File: src/rtl/shifter_pkg.sv
// Shared definitions for the RV32I shifter family (left logical, right
// logical, right arithmetic). Holds the data width, the shift-amount
// width and the common word type so every shifter agrees on them.
package shifter_pkg;

    // Datapath width. Only 32 is supported, and the barrel structure
    // needs it to be a power of two.
    localparam int unsigned XLEN    = 32;

    // Width of the effective shift amount: log2(XLEN).
    localparam int unsigned SHAMT_W = 5;

    // One datapath word.
    typedef logic [XLEN-1:0] word_t;

endpackage

File: src/rtl/lsl_stage.sv
// One stage of the logarithmic left barrel shifter. When en is set, the
// stage shifts d left by the fixed distance DIST and zero-fills the
// vacated low bits. When en is clear, d passes through unchanged. Bits
// shifted past the MSB are discarded, so this is not a rotate.
module lsl_stage
    import shifter_pkg::*;
#(
    parameter int unsigned DIST = 1
)
(
    input  logic [XLEN-1:0] d,
    input  logic            en,
    output logic [XLEN-1:0] q
);

    // Fixed-distance shift with zero fill. The upper DIST bits of d fall
    // off the top of the word.
    logic [XLEN-1:0] w_shifted;

    assign w_shifted = {d[XLEN-1-DIST:0], {DIST{1'b0}}};
    assign q         = en ? w_shifted : d;

endmodule

File: src/rtl/left_l_shifter.sv
// Logical left shifter for the RV32I ALU (SLL/SLLI): S = A << B[4:0].
// It is a five-stage logarithmic barrel. Stage k shifts by 2^k when
// shift-amount bit k is set. B[31:5] are ignored, so B=32 means no shift.
//
// Build option LEFT_L_SHIFTER_REG_EN:
//   undefined (default) - purely combinational. clk and reset are unused,
//                         and S has no reset state.
//   defined             - S is registered after the last stage. Latency is
//                         1 cycle, and a new operand is accepted every
//                         cycle. reset clears S asynchronously.
module left_l_shifter
    import shifter_pkg::*;
(
    input  logic            clk,
    input  logic            reset,
    input  logic [XLEN-1:0] A,
    input  logic [XLEN-1:0] B,
    output logic [XLEN-1:0] S
);

    // Effective shift amount. The upper bits of B do not affect SLL.
    logic [SHAMT_W-1:0] w_shamt;

    // w_stage[0] is the operand and w_stage[k+1] is the output of stage k.
    word_t              w_stage [0:SHAMT_W];

    assign w_shamt    = B[SHAMT_W-1:0];
    assign w_stage[0] = A;

    // Barrel: stage k conditionally shifts by 2^k (distances 1, 2, 4, 8, 16).
    for (genvar k = 0; k < SHAMT_W; k++) begin : g_stage
        lsl_stage #(
            .DIST (1 << k)
        ) u_stage (
            .d  (w_stage[k]),
            .en (w_shamt[k]),
            .q  (w_stage[k+1])
        );
    end

`ifdef LEFT_L_SHIFTER_REG_EN
    logic [XLEN-1:0] r_s;

    // Output register. It loads the barrel result every cycle. An
    // asynchronous reset forces S to zero and drops any in-flight result.
    always_ff @(posedge clk or posedge reset) begin
        if (reset) begin
            r_s <= '0;
        end else begin
            r_s <= w_stage[SHAMT_W];
        end
    end

    assign S = r_s;

    // B[31:5] are intentionally not used.
    logic w_unused_ok;
    assign w_unused_ok = &{1'b0, B[XLEN-1:SHAMT_W]};
`else
    assign S = w_stage[SHAMT_W];

    // clk, reset and B[31:5] are intentionally not used in the
    // combinational build.
    logic w_unused_ok;
    assign w_unused_ok = &{1'b0, clk, reset, B[XLEN-1:SHAMT_W]};
`endif

endmodule

File: config.mk
export PLATFORM = sky130hd
export DESIGN_NAME = left_l_shifter
export DESIGN_NICKNAME = d
export VERILOG_FILES = /design/src/rtl/shifter_pkg.sv /design/src/rtl/lsl_stage.sv /design/src/rtl/left_l_shifter.sv
export SDC_FILE = /design/constraint.sdc
export NUM_CORES = 1
export LEC_CHECK = 0
export ABC_CLOCK_PERIOD_IN_PS = 7050
export CORE_ASPECT_RATIO = 1.5
export CORE_MARGIN = 2
export CORE_UTILIZATION = 45
export DETAILED_ROUTE_END_ITERATION = 7
export GPL_ROUTABILITY_DRIVEN = 0
export GPL_TIMING_DRIVEN = 0
export PLACE_DENSITY_LB_ADDON = 0.08
export SETUP_SLACK_MARGIN = 0.4
export SYNTH_ARGS = -nofsm -noshare
export SYNTH_HDL_FRONTEND = slang
export SYNTH_SLANG_ARGS = --single-unit
File: constraint.sdc
create_clock -name vclk -period 7.05
set_clock_uncertainty 0.2 [all_clocks]
set_input_delay 1.41 -clock vclk [all_inputs]
set_output_delay 1.41 -clock vclk [all_outputs]
set_load 0.01 [all_outputs]
==> results by group <==
STA
  • Slew margin rel.: 0.628
  • Setup-failing EPs final: 0
  • Setup Total Neg Slack: 0 ns
  • Pins Over Slew Limit: 0
  • RSZ-0062 raised after global routing: false
  • PnR worst setup slack: 1.53 ns
  • Period utilization: 0.782
  • Worst slew pin tran: 0.553 ns
  • Count of final hold-check violations: 0
  • Max Freq: 181 MHz
  • Fin crit period: 5.52 ns

Synth
  • Synth top cells by count: nor2_1, mux2i_1, mux2_2, nand2_1, o21ai_0
  • Cells after Synth: 259
  • Cell taking the most area after synthesis: mux2i_1
  • Most common cell in the netlist: nor2_1
  • Seq/Total Area, Yosys: 0
  • Mapped Nets: 325
  • Synth area leaders: mux2i_1, mux2_2, mux4_2
  • Synthesized area per cell: 7.25 um^2
  • Netlist Area Pre-Place: 1880 um^2
  • Synth unique cells: 38
  • Count of yosys warnings during synthesis: 0
  • Synth top area share: 0.155

Power
  • Power per standard cell area: 81.6 nW/um^2
  • Worst vdd ir: 0.0000574 V
  • Static leakage: 0.993 nW

Drt
  • Avg WL per Cell: 19.8 um
  • Remaining DRCs: 0
  • Aggregate routed wire length: 7330 um
  • DR pass1 iterations: 5
  • Ratio of routed vias to standard cells: 6.42
  • Vias: 2,374
  • Initial DRC count: 105
  • Post-route ant nets: 0

Floorplan
  • Core ar.: 3960 um^2
  • Die area: 4710 um^2
  • Initial Util: 0.474
  • Std cell rows: 28
  • Io pins: 98
  • Die height: 83.1 um
  • Die X: 56.7 um

Critical path
  • Critical path required time: 5.44 ns
  • Slowest cell on the critical path: clkdlybuf4s50_1
  • Worst-path fanout max: 10
  • Worst setup path start: B[4]
  • CP Data Arrival Time: 3.91 ns
  • Crit path largest cell delay: 0.58 ns
  • Crit end category: output port
  • Setup Crit Path Kind: input pin to output port
  • Worst path cell trace: clkdlybuf4s50_1, clkbuf_1, clkbuf_1, mux2_2, a211oi_1, clkdlybuf4s50_1
  • CP startpoint kind: input pin
  • Crit path capture: S[26]

Place
  • IO Port Bufs: 66
  • Pre-CTS setup slack: 1.56 ns
  • Post-DP HPWL: 5850 um
  • Placed cell areas: 2590 um^2
  • Dpl cells: 370

Clocking
  • Post-CTS Resized: 0
  • CTS Hold Bufs: 0
  • Post-CTS setup buffer count: 0

Global routing
  • Initial antenna violation count: 0
  • Residual overflow from global routing: 0
  • Global router's overall resource usage: 0.312
  • Largest net degree at the start of global routing: 11
  • First-pass GRT wire length: 12,000 um
  • Vias in the first global route: 2,432

Finish
  • Layout cells sized above 1: 0.154
  • Post-Layout Inst Area: 2590 um^2
  • Non-filler cells, final: 370
  • Final #Nets: 393
  • Clock buffers: 0
  • Antenna diodes: 0
  • Area Growth Syn to Fin: 38.2%
  • Seq. cell area: 0 um^2
  • Flip-flop and latch count: 0

Outcome
  • Outcome: completed

Run
  • Max Cap Viol: 0

Hold path
  • Min-delay worst type: input pin to output port
==> cell type report <==
| class | count | area [um^2] |
|---|---|---|
| Multi-Input combinational cell | 230 | 1720 |
| Buffer | 25 | 144 |
| Fill cell | 376 | 1370 |
| Tap cell | 45 | 56.3 |
| Timing Repair Buffer | 66 | 661 |
| Inverter | 4 | 15.0 |
==> where the power goes <==
| group | leakage (nW) | switching, mW | internal, mW |
|---|---|---|---|
| combinational | 0.993 | 0.106 | 0.105 |
| sequential | 0 | 0 | 0 |
| clock | 0 | 0 | 0 |
| total | 0.993 | 0.106 | 0.105 |
==> logic make-up (layout without fill, tap and decap cells) <==
logic type / Yosys count / count (layout) / share of synthesized area
simple gates: 88 / 88 / 0.219
compound gates: 79 / 79 / 0.272
mux: 63 / 63 / 0.425
buf+inv: 29 / 95 / 0.0847
==> cell usage in the layout, fill, tap and decap left out, types with 5 or more instances in the layout <==
| cell type | n |
|---|---|
| clkdlybuf4s50_1 | 66 |
| nor2_1 | 34 |
| mux2i_1 | 29 |
| mux2_2 | 24 |
| nand2_1 | 21 |
| o21ai_0 | 20 |
| o22ai_1 | 14 |
| buf_2 | 10 |
| a211oi_1 | 10 |
| a21oi_1 | 10 |
| nand2b_1 | 8 |
| nor2b_1 | 8 |
| mux4_2 | 7 |
| nor3_1 | 6 |
| clkbuf_1 | 5 |
| nand3b_1 | 5 |
==> how the worst min path moves through the flow <==
stage	slack (ns)	cells past startpoint	endpoint	startpoint
after floorplan	2.76	2	S[0]	A[0]
after global placement	3.66	4	S[6]	B[0]
after detailed placement	3.65	4	S[6]	B[0]
after CTS	3.66	4	S[6]	B[0]
after global routing	3.72	4	S[6]	B[0]
final	3.66	4	S[6]	B[0]
==> per-stage QoR <==
step                hold WS [ns]  utilization  power [mW]
floorplan                   2.76            -       0.119
global placement            3.66        0.655       0.207
detailed placement          3.65        0.655       0.207
CTS                         3.66        0.655       0.209
global route                3.72        0.655       0.227
finish                      3.66        0.655       0.212
==> layer usage <==
layer | vias to the layer above | GRT usage | wire [um]
met3 | 33 | 0.0202 | 463
met2 | 130 | 0.548 | 3740
li1 | 1127 | - | -
met4 | 0 | 0.135 | 371
met5 | - | 0 | 0
met1 | 1084 | 0.383 | 2760
==> worst max-delay path: cells and delay by family <==
kind                   cells  cell delay (ns)
multiplexers               1             0.40
buffers and inverters      4             1.82
AO/OA/AOI/OAI              1             0.28
Power figures use the tool's default switching activity.
